[src/rtl/sysram_uart_pkg.sv]
// Shared types and constants for the system-RAM to UART reader.
// The checksum frame layout lives here so the bench and RTL agree.
package sysram_uart_pkg;

   localparam int          ADDR_W_DEF = 16;
   localparam logic [15:0] CHK_TAG    = 16'hC5C5;

   typedef enum logic [2:0] {
      IDLE,
      RD_LO,
      RD_HI,
      SEND,
      DONE
   } state_t;

   function automatic logic [63:0] chk_frame(
      input logic [15:0] cnt,
      input logic [63:0] x
   );
      return {CHK_TAG, cnt, x[63:32] ^ x[31:0]};
   endfunction

endpackage

[src/rtl/sysram_uart_reader_if.sv]
// Control, RAM read port and TX handshake bundle of the reader.
// master = reader side, slave = RAM/UART/control side.
interface sysram_uart_reader_if
   import sysram_uart_pkg::*;
#(
   parameter int ADDR_W = ADDR_W_DEF
);

   logic              I_start;
   logic              I_abort;
   logic [ADDR_W-1:0] I_base_addr;
   logic [ADDR_W-1:0] I_len;
   logic [ADDR_W-1:0] O_ram_addr;
   logic              O_ram_rd_en;
   logic [31:0]       I_ram_data;
   logic [63:0]       O_tx_data;
   logic              O_tx_en;
   logic              I_tx_ready;
   logic              O_busy;
   logic              O_done;
   logic [ADDR_W-1:0] O_frame_cnt;

   modport master (
      input  I_start, I_abort, I_base_addr, I_len,
      input  I_ram_data, I_tx_ready,
      output O_ram_addr, O_ram_rd_en, O_tx_data,
      output O_tx_en, O_busy, O_done, O_frame_cnt
   );

   modport slave (
      output I_start, I_abort, I_base_addr, I_len,
      output I_ram_data, I_tx_ready,
      input  O_ram_addr, O_ram_rd_en, O_tx_data,
      input  O_tx_en, O_busy, O_done, O_frame_cnt
   );

endinterface

[src/rtl/sysram_rd_lat.sv]
// Delays the RAM read strobe by RAM_LAT cycles to mark when
// read data is valid for capture.
module sysram_rd_lat #(
   parameter int RAM_LAT = 1
) (
   input  logic I_clk,
   input  logic I_rst,
   input  logic I_rd_en,
   output logic O_cap
);

   logic [RAM_LAT-1:0] sr_q;

   always_ff @(posedge I_clk) begin
      if (I_rst) begin
         sr_q <= '0;
      end else begin
         sr_q[0] <= I_rd_en;
         for (int i = 1; i < RAM_LAT; i++) begin
            sr_q[i] <= sr_q[i-1];
         end
      end
   end

   assign O_cap = sr_q[RAM_LAT-1];

endmodule

[src/rtl/sysram_uart_reader.sv]
// Streams RAM word pairs as 64-bit frames to the UART TX.
// Define SYSRAM_RD_CHECKSUM_EN to append an XOR checksum frame.
module sysram_uart_reader
   import sysram_uart_pkg::*;
#(
   parameter int ADDR_W  = ADDR_W_DEF,
   parameter int RAM_LAT = 1
) (
   input logic                  I_clk,
   input logic                  I_rst,
   sysram_uart_reader_if.master bus
);

   state_t            state_q, state_d;
   logic              issued_q, issued_d;
   logic [ADDR_W-1:0] ptr_q, ptr_d;
   logic [ADDR_W-1:0] rem_q, rem_d;
   logic [ADDR_W-1:0] cnt_q, cnt_d;
   logic [63:0]       data_q, data_d;
   logic              abort_q, abort_d;
   logic              rd_en, cap, hs, chk_now;

`ifdef SYSRAM_RD_CHECKSUM_EN
   logic [63:0] xor_q, xor_d;
   logic        chk_q, chk_d;
   assign chk_now = chk_q;
`else
   assign chk_now = 1'b0;
`endif

   sysram_rd_lat #(.RAM_LAT(RAM_LAT)) u_lat (
      .I_clk   (I_clk),
      .I_rst   (I_rst),
      .I_rd_en (rd_en),
      .O_cap   (cap)
   );

   assign hs = (state_q == SEND) && bus.I_tx_ready;

   always_comb begin
      state_d  = state_q;
      issued_d = issued_q;
      ptr_d    = ptr_q;
      rem_d    = rem_q;
      cnt_d    = cnt_q;
      data_d   = data_q;
      rd_en    = 1'b0;
      abort_d  = abort_q;
`ifdef SYSRAM_RD_CHECKSUM_EN
      xor_d    = xor_q;
      chk_d    = chk_q;
`endif
      if (state_q != IDLE) abort_d = abort_q | bus.I_abort;

      unique case (state_q)
         IDLE: begin
            if (bus.I_start && !bus.I_abort) begin
               ptr_d    = bus.I_base_addr;
               rem_d    = bus.I_len;
               cnt_d    = '0;
               issued_d = 1'b0;
               abort_d  = 1'b0;
`ifdef SYSRAM_RD_CHECKSUM_EN
               xor_d    = '0;
               chk_d    = 1'b0;
`endif
               state_d  = (bus.I_len == '0) ? DONE : RD_LO;
            end
         end
         RD_LO: begin
            rd_en = !issued_q;
            if (!issued_q) issued_d = 1'b1;
            if (cap) begin
               data_d[31:0] = bus.I_ram_data;
               ptr_d        = ptr_q + 1'b1;
               issued_d     = 1'b0;
               // an abort here drops the half-read frame
               state_d      = abort_d ? DONE : RD_HI;
            end
         end
         RD_HI: begin
            rd_en = !issued_q;
            if (!issued_q) issued_d = 1'b1;
            if (cap) begin
               data_d[63:32] = bus.I_ram_data;
               ptr_d         = ptr_q + 1'b1;
               issued_d      = 1'b0;
               state_d       = SEND;
            end
         end
         SEND: begin
            if (hs && !chk_now) begin
               cnt_d = (cnt_q == '1) ? cnt_q : cnt_q + 1'b1;
               rem_d = rem_q - 1'b1;
               if (rem_q == ADDR_W'(1) || abort_d) state_d = DONE;
               else state_d = RD_LO;
`ifdef SYSRAM_RD_CHECKSUM_EN
               xor_d = xor_q ^ data_q;
               if (rem_q == ADDR_W'(1) && !abort_d) begin
                  chk_d   = 1'b1;
                  data_d  = chk_frame(16'(cnt_d), xor_d);
                  state_d = SEND;
               end
`endif
            end
`ifdef SYSRAM_RD_CHECKSUM_EN
            if (hs && chk_q) begin
               chk_d   = 1'b0;
               state_d = DONE;
            end
`endif
         end
         DONE: begin
            abort_d = 1'b0;
            state_d = IDLE;
         end
         default: state_d = IDLE;
      endcase
   end

   always_ff @(posedge I_clk) begin
      if (I_rst) begin
         state_q  <= IDLE;
         issued_q <= 1'b0;
         ptr_q    <= '0;
         rem_q    <= '0;
         cnt_q    <= '0;
         data_q   <= '0;
         abort_q  <= 1'b0;
`ifdef SYSRAM_RD_CHECKSUM_EN
         xor_q    <= '0;
         chk_q    <= 1'b0;
`endif
      end else begin
         state_q  <= state_d;
         issued_q <= issued_d;
         ptr_q    <= ptr_d;
         rem_q    <= rem_d;
         cnt_q    <= cnt_d;
         data_q   <= data_d;
         abort_q  <= abort_d;
`ifdef SYSRAM_RD_CHECKSUM_EN
         xor_q    <= xor_d;
         chk_q    <= chk_d;
`endif
      end
   end

   assign bus.O_ram_addr  = ptr_q;
   assign bus.O_ram_rd_en = rd_en;
   assign bus.O_tx_data   = data_q;
   assign bus.O_tx_en     = (state_q == SEND);
   assign bus.O_busy      = (state_q != IDLE);
   assign bus.O_done      = (state_q == DONE);
   assign bus.O_frame_cnt = cnt_q;

endmodule
[src/flat_wrapper.sv]
// flat-port wrapper written by rule: the top's interface ports become plain ports
module sysram_uart_reader_flat import sysram_uart_pkg::*;
#(
   parameter int ADDR_W  = ADDR_W_DEF,
   parameter int RAM_LAT = 1
)
  (I_clk, I_rst, bus_I_start, bus_I_abort, bus_I_base_addr, bus_I_len, bus_I_ram_data, bus_I_tx_ready, bus_O_ram_addr, bus_O_ram_rd_en, bus_O_tx_data, bus_O_tx_en, bus_O_busy, bus_O_done, bus_O_frame_cnt);
  sysram_uart_reader_if #(.ADDR_W(ADDR_W)) bus_i ();
  input logic I_clk;
  input logic I_rst;
  input wire logic [$bits(bus_i.I_start)-1:0] bus_I_start;
  input wire logic [$bits(bus_i.I_abort)-1:0] bus_I_abort;
  input wire logic [$bits(bus_i.I_base_addr)-1:0] bus_I_base_addr;
  input wire logic [$bits(bus_i.I_len)-1:0] bus_I_len;
  input wire logic [$bits(bus_i.I_ram_data)-1:0] bus_I_ram_data;
  input wire logic [$bits(bus_i.I_tx_ready)-1:0] bus_I_tx_ready;
  output wire logic [$bits(bus_i.O_ram_addr)-1:0] bus_O_ram_addr;
  output wire logic [$bits(bus_i.O_ram_rd_en)-1:0] bus_O_ram_rd_en;
  output wire logic [$bits(bus_i.O_tx_data)-1:0] bus_O_tx_data;
  output wire logic [$bits(bus_i.O_tx_en)-1:0] bus_O_tx_en;
  output wire logic [$bits(bus_i.O_busy)-1:0] bus_O_busy;
  output wire logic [$bits(bus_i.O_done)-1:0] bus_O_done;
  output wire logic [$bits(bus_i.O_frame_cnt)-1:0] bus_O_frame_cnt;
  assign bus_i.I_start = bus_I_start;
  assign bus_i.I_abort = bus_I_abort;
  assign bus_i.I_base_addr = bus_I_base_addr;
  assign bus_i.I_len = bus_I_len;
  assign bus_i.I_ram_data = bus_I_ram_data;
  assign bus_i.I_tx_ready = bus_I_tx_ready;
  assign bus_O_ram_addr = bus_i.O_ram_addr;
  assign bus_O_ram_rd_en = bus_i.O_ram_rd_en;
  assign bus_O_tx_data = bus_i.O_tx_data;
  assign bus_O_tx_en = bus_i.O_tx_en;
  assign bus_O_busy = bus_i.O_busy;
  assign bus_O_done = bus_i.O_done;
  assign bus_O_frame_cnt = bus_i.O_frame_cnt;
  sysram_uart_reader #(.ADDR_W(ADDR_W), .RAM_LAT(RAM_LAT)) u_core (.I_clk(I_clk), .I_rst(I_rst), .bus(bus_i));
endmodule
[config.mk]
export PLATFORM = sky130hd
export DESIGN_NAME = sysram_uart_reader_flat
export DESIGN_NICKNAME = d
export VERILOG_FILES = /design/src/rtl/sysram_uart_pkg.sv /design/src/rtl/sysram_uart_reader_if.sv /design/src/rtl/sysram_rd_lat.sv /design/src/rtl/sysram_uart_reader.sv /design/src/flat_wrapper.sv
export SDC_FILE = /design/constraint.sdc
export NUM_CORES = 1
export LEC_CHECK = 0
export ABC_AREA = 1
export CAP_MARGIN = 25
export CORE_ASPECT_RATIO = 0.8
export CORE_MARGIN = 8
export CORE_UTILIZATION = 43
export DETAILED_ROUTE_END_ITERATION = 16
export PLACE_DENSITY = 0.76
export SLEW_MARGIN = 5
export SYNTH_ARGS = -nofsm -noshare
export SYNTH_HDL_FRONTEND = slang
export SYNTH_HIERARCHICAL = 1
export SYNTH_SLANG_ARGS = --single-unit
[constraint.sdc]
create_clock -name I_clk -period 1.5 [get_ports I_clk]
set_clock_uncertainty 0.05 [all_clocks]
set_input_delay 0.225 -clock I_clk [delete_from_list [all_inputs] [get_ports I_clk]]
set_output_delay 0.225 -clock I_clk [all_outputs]
set_load 0.01 [all_outputs]
* After elaboration in Yosys (flattened, before gate mapping)
Index checks and enable logic that the tools add are counted.
Storage, ports and cells: word-level logic and storage cells 68, input port bits 69, flip-flop bits (word level) 118, output and inout bits 100
Operators by class: muxes and demuxes 25, add/subtract/negate cells 3, reductions and logical operators 18, bitwise logic cells 1, equality and inequality tests 12
Operators by type and width (number):
- $mux 16 | 7
- $pmux 16 s2 | 3
- $add 16x1->16 const B | 2
- $mux 3 | 7
- $eq 16x1->1 const B | 1
- $eq 16x16->1 const B | 1
- $logic_not 16->1 | 1
- $sub 16x1->16 const B | 1
- $pmux 3 s4 | 1
- $reduce_and 4->1 | 2
- $eq 3x2->1 const B | 2
- $ne 2x1->1 const B | 3
- $ne 2x2->1 const B | 3
- $reduce_and 2->1 | 3
- $reduce_and 3->1 | 2
- $mux 1 | 5
- $pmux 1 s2 | 2
- $reduce_bool 2->1 | 2
- $eq 3x1->1 const B | 1
- $eq 3x3->1 const B | 1
- $logic_not 3->1 | 1
- $reduce_bool 3->1 | 1
- $logic_and 1x1->1 | 2
- $logic_not 1->1 | 2
- other kinds (3) | 3

* Longest topological paths before layout
depth after elaboration 6, mapped depth 11, mapped depth without buffers 11

* Modules after synthesis
Netlist, hierarchy kept.
Modules (own cells, without submodules):
- sysram_uart_reader | cells an instance 895, seq. area each 2342.2 um2, times used 1, area an instance 5820.6 um2
- sysram_rd_lat | cells an instance 3, seq. area each 20.0 um2, times used 1, area an instance 30.0 um2

* Worst setup path after synthesis
OpenSTA, ideal clock, no wires.
path type register to register, start register u_core.cnt_q[0], in the netlist u_core/bus.O_frame_cnt[0], end register u_core.cnt_q[13], in the netlist u_core/bus.O_frame_cnt[13], path buffers 1, data required time 1.382 ns, stages on the path, launching flop included 11, setup slack -0.243 ns, arrival 1.626 ns, setup time 0.068 ns, clock period less this slack 1.743 ns, path through dfxtp_1 > ha_1 > nand2_2 > nor2_4 > nand2_2 > o21ai_2 > nand2_2 > nand2_4 > buf_12 > nand2_1 > a21oi_2
On the way: longest elaborated chain between the ends 4, elaborated cells on any way between the ends 7, those cells by class add/sub: 1; eq/ne: 2; mux: 3; reduce/logical: 1
RTL lines:
- from (decl) | line sysram_uart_reader.sv:18 | logic [ADDR_W-1:0] cnt_q, cnt_d;
- from (signal assigned) | line sysram_uart_reader.sv:139 | cnt_q <= cnt_d;
- $add 16x1->16 | line sysram_uart_reader.sv:93 | cnt_d = (cnt_q == '1) ? cnt_q : cnt_q + 1'b1;
- $mux 16 | line sysram_uart_reader.sv:93
- $mux 16 | line sysram_uart_reader.sv:92 | if (hs && !chk_now) begin
- $pmux 16 s2 | line sysram_uart_reader.sv:55 | unique case (state_q)
Parallel ways exist; a longest one is shown, timed or not. The select of a mux whose other input is x is not followed. A chain may end at the register's enable or synchronous reset.

* Worst setup path in the final report
start register u_core.state_q[0], end register u_core.cnt_q[14], in the netlist u_core/bus.O_frame_cnt[14]
On the way: longest elaborated chain between the ends 4, elaborated cells on any way between the ends 9, those cells by class eq/ne: 4; mux: 1; reduce/logical: 4
RTL lines:
- from (decl) | line sysram_uart_reader.sv:14 | state_t state_q, state_d;
- from (signal assigned) | line sysram_uart_reader.sv:135 | state_q <= state_d;
- $eq 3x2->1 | line sysram_uart_reader.sv:38, sysram_uart_reader.sv:55
- $logic_and 1x1->1 | line sysram_uart_reader.sv:38 | assign hs = (state_q == SEND) && bus.I_tx_ready;
- $ne 2x1->1 (no line)
- $reduce_and 4->1 (no line)
Parallel ways exist; a longest one is shown, timed or not.

==> out/results.txt <==
The detailed router finished its first iteration with 660 violations. The signal on the critical path passes through inv_2 > nor2_4 > buf_6 > nand2_8 > inv_6 > buf_8 > o21ai_4 > nand2_4 > clkbuf_16 > nand3_2 > nand2_1 > inv_1 > nor2_1. After the last flow step, the layout net total stands at 1254. TritonCTS built the clock tree.

The logs give 0 for the count of unresolved DRC violations after routing and 1 for the initial antenna violation count. The die covers 17620 µm². The data required time of the critical path is 1.81 ns, and the total iterations of the first detailed-routing run is 8.

The logs give 3891 µm² for the combined area of the multi-input logic cells and 0 for the number of antenna cells inserted. The overall routing resource usage is 0.2392. The final design utilization is 0.7777, and the clock insertion delay at the later pin of the skew report is 0.42 ns.

The mean number of vias per cell is 5.421. Once detail routing completed, the nets flagged for antenna violations numbered 0. For the post-route setup TNS, the log shows -10.11 ns. The clock net sink count was 118.

Cell at the slowest stage of the critical path: sky130_fd_sc_hd__dfxtp_2. The post-synthesis instance area is 5851 µm². In this run the mean area of a mapped cell was 6.515 µm². The routed length per placed instance is 17.96 µm, and the worst supply voltage drop on vdd is 1029 µV.

The register cell area after layout is 2385 µm², and the static leakage is 4.502 nW. The count of input and output buffers was 168; the wire length of the first global-routing pass was 34.70 mm. The min-delay analysis places its worst path in the category input port to flop.

The number of global-route vias before repair is 6967, and the net count after synthesis is 971. STA classifies the critical path endpoint as a flop. The checks that failed: negative setup slack. For this design the top-level I/O count stands at 169. The critical path start-end classification was flop to flop.

The run gives 6 as the number of synthesis warnings. The area added between synthesis and finish was 78.23%; the total vias in the final route was 7448. The chip height came out at 120.3 µm. In the post-synthesis netlist, the biggest area contributors are sky130_fd_sc_hd__dfxtp_1 40%, sky130_fd_sc_hd__nand2_1 14%, sky130_fd_sc_hd__nor2_1 11%, sky130_fd_sc_hd__nand3_1 6.6%, sky130_fd_sc_hd__a21oi_1 6.0%. In this run the power density over the cells is 1580 nW/µm².

For this run, the top clock speed supported by timing is 0.5800 GHz. The run gives 0.9050 as the final weighted congestion of routability-driven global placement. The largest total area in the synthesized netlist belongs to sky130_fd_sc_hd__dfxtp_1. The final instance count without filler cells was 1374. Once placement completed, the tool counted placed cells totaling 1306. Portion of the post-synthesis area used by sequential elements: 0.4038.

Along the worst path, the maximum fanout reaches 5. The tools report the kind of start point of the critical path as a flop. The remaining global-route overflow is 0, and the final cycle utilization of the critical path is 1.149. The logs give 32 for the unique cell type count in the Yosys netlist and 0.4364 for the starting utilization of the core area. The aggregate routed wire length is 24.68 mm, and the clock period minus final worst setup slack is 1.724 ns. The tools report the master cell of the clock root buffer as sky130_fd_sc_hd__clkbuf_16. The count of flip-flops with a built-in enable after synthesis was 0. Summed over all nets, the half-perimeter wirelength after detailed placement is 13.96 mm. For this run, the slowest stage of the critical path takes 0.36 ns. The number of inserted filler cells in the final layout was 949. The dominant register cell in the synthesized netlist is sky130_fd_sc_hd__dfxtp_1.

The worst setup margin was -0.2242 ns. The floorplan step defined a core boundary enclosing 13410 µm². The maximum number of pins on one net before global-route repair came out at 65. Cell with the most instances after synthesis: sky130_fd_sc_hd__nand2_1.

The logs give 89 for the final-report setup violation count and 898 for the instance count of the mapped netlist. The run gives 4 as the maximum level of the CTS H-tree. Counting instances in the post-synthesis netlist gives the leading cell types as 217 x sky130_fd_sc_hd__nand2_1, 173 x sky130_fd_sc_hd__nor2_1, 118 x sky130_fd_sc_hd__dfxtp_1. The run gives 17 as the number of CTS-inserted buffers. The floorplan has 38 rows. The share of cells above drive strength 1 was 0.3015; the number of buffer and inverter instances along the worst setup path was 6.

Setup repair after global routing could not meet its margin everywhere. The fraction of post-synthesis cell area in the top cell type by area came out at 0.4038. The clock transition time at the flip-flop clock pins of the worst setup and hold paths is 0.06 ns, and the post-synthesis async set-or-reset flop share is 0. The measured slew at the worst slew-check pin was 0.4003 ns. The final number of max-transition violations was 0. On the critical path the largest part of the delay comes from buffers and inverters. The post-synthesis sequential element count is 118. The flow ran to the end, but the final reports show violations.

The tightest slew margin relative to the limit is 0.7332, and the count of max-cap constraint violations is 0. Data on the critical path arrives at its endpoint at 2.04 ns. For the number of hold-slack violations in the final timing report, the log shows 0. The die width came out at 146.4 µm. In this run the deepest clock path goes through 2 buffers.
path summary, 6_finish.rpt:
check | cells after the start | slack (ns) | to | startpoint
min | 5 | 0.24 | u_core/bus.O_ram_addr[4]$_SDFFE_PP0P_ | I_rst
min reg2reg | 2 | 0.41 | u_core/bus.O_tx_data[45]$_SDFFE_PP0P_ | u_core/bus.O_tx_data[45]$_SDFFE_PP0P_
max | 13 | -0.22 | u_core/bus.O_frame_cnt[14]$_SDFFE_PP0P_ | u_core/state_q[0]$_SDFFE_PP0P_
max reg2reg | 13 | -0.22 | u_core/bus.O_frame_cnt[14]$_SDFFE_PP0P_ | u_core/state_q[0]$_SDFFE_PP0P_
worst min-delay path, cell delays in order:
cell,delay (ns)
sky130_fd_sc_hd__buf_2,0.14
sky130_fd_sc_hd__nor2_4,0.06
sky130_fd_sc_hd__buf_6,0.12
sky130_fd_sc_hd__nand2_1,0.06
sky130_fd_sc_hd__o21ai_2,0.05
state kept, by name (all words and copies together) (netlist names):
signal                  cells
u_core/abort_q              1
u_core/bus.O_frame_cnt     16
u_core/bus.O_ram_addr      16
u_core/bus.O_tx_data       64
u_core/issued_q             1
u_core/rem_q               16
u_core/state_q              3
u_core/u_lat/O_cap          1
layer usage:
metal	wire length, µm	global-route usage	vias to the layer above
li1	-	-	3506
met1	9919	0.2877	3516
met2	11510	0.3897	364
met3	2587	0.08663	60
met4	643	0.08478	2
met5	12	0	-
cell families after synthesis:
logic type | synth area share
AND/OR/NAND/NOR | 0.3653
AO/OA/AOI/OAI | 0.1444
buffers and inverters | 0.07207
flip-flops | 0.4038
XOR/XNOR | 0.005989
adder cells (fa/ha/maj) | 0.008555
power breakdown:
group,switching [mW],internal [mW],leakage (nW)
combinational,4.60,3.44,3.23
sequential,0.407,3.61,0.963
clock,1.59,2.82,0.305
total,6.60,9.88,4.50
metrics by stage:
stage          total power [mW]  hold slack [ns]  area (µm²)  setup WS [ns]
2_1_floorplan             7.154           0.2419        5898       -0.05185
3_3_place_gp              9.551           0.3969        8423        -0.5484
3_5_place_dp              9.627           0.4011        8423        -0.5727
4_1_cts                   15.04           0.2166        9510        -0.1929
5_1_grt                   17.25           0.2402       10430        -0.3018
6_report                  16.48           0.2365       10430        -0.2242
placed cells by master (no fill, tap or decap), types with 4 or more instances in the layout:
master	count
sky130_fd_sc_hd__a21oi_1	44
sky130_fd_sc_hd__clkdlybuf4s50_1	67
sky130_fd_sc_hd__buf_8	5
sky130_fd_sc_hd__buf_4	87
sky130_fd_sc_hd__dfxtp_2	9
sky130_fd_sc_hd__nand2_4	13
sky130_fd_sc_hd__nand2_2	22
sky130_fd_sc_hd__buf_12	9
sky130_fd_sc_hd__o21ai_0	44
sky130_fd_sc_hd__nor3_1	7
sky130_fd_sc_hd__nor2_2	15
sky130_fd_sc_hd__a21oi_2	28
sky130_fd_sc_hd__o211ai_1	5
sky130_fd_sc_hd__clkinvlp_4	4
sky130_fd_sc_hd__dfxtp_1	106
sky130_fd_sc_hd__nor2_4	44
sky130_fd_sc_hd__inv_2	8
sky130_fd_sc_hd__inv_1	42
sky130_fd_sc_hd__nor2_1	121
sky130_fd_sc_hd__nand4_1	14
sky130_fd_sc_hd__o21ai_2	8
sky130_fd_sc_hd__nand3_2	9
sky130_fd_sc_hd__inv_6	5
sky130_fd_sc_hd__nand3_1	65
sky130_fd_sc_hd__o21bai_1	4
sky130_fd_sc_hd__clkbuf_16	27
sky130_fd_sc_hd__o21ai_1	23
sky130_fd_sc_hd__dlygate4sd2_1	92
sky130_fd_sc_hd__buf_6	30
sky130_fd_sc_hd__nand2_1	188
sky130_fd_sc_hd__clkinv_4	4
repair_timing:
item / CTS / global route
gates resized for setup: 230 / 184
setup buffers: 16 / 6
hold buffers: 0 / 0
pin swaps: 23 / 68
setup endpoints to repair: 167 / 98
gates cloned: 5 / 11
layout make-up:
| cell class | instances | area share |
|---|---|---|
| clock inverters | 12 | 0.01584 |
| repair buffers | 306 | 0.2918 |
| clock buffers | 20 | 0.04584 |
| inverters | 57 | 0.02304 |
| well taps | 180 | 0.02160 |
| multi-input cells | 681 | 0.3732 |
| flip-flops and latches | 118 | 0.2287 |
Note: power is estimated with default switching activity, not from simulation.
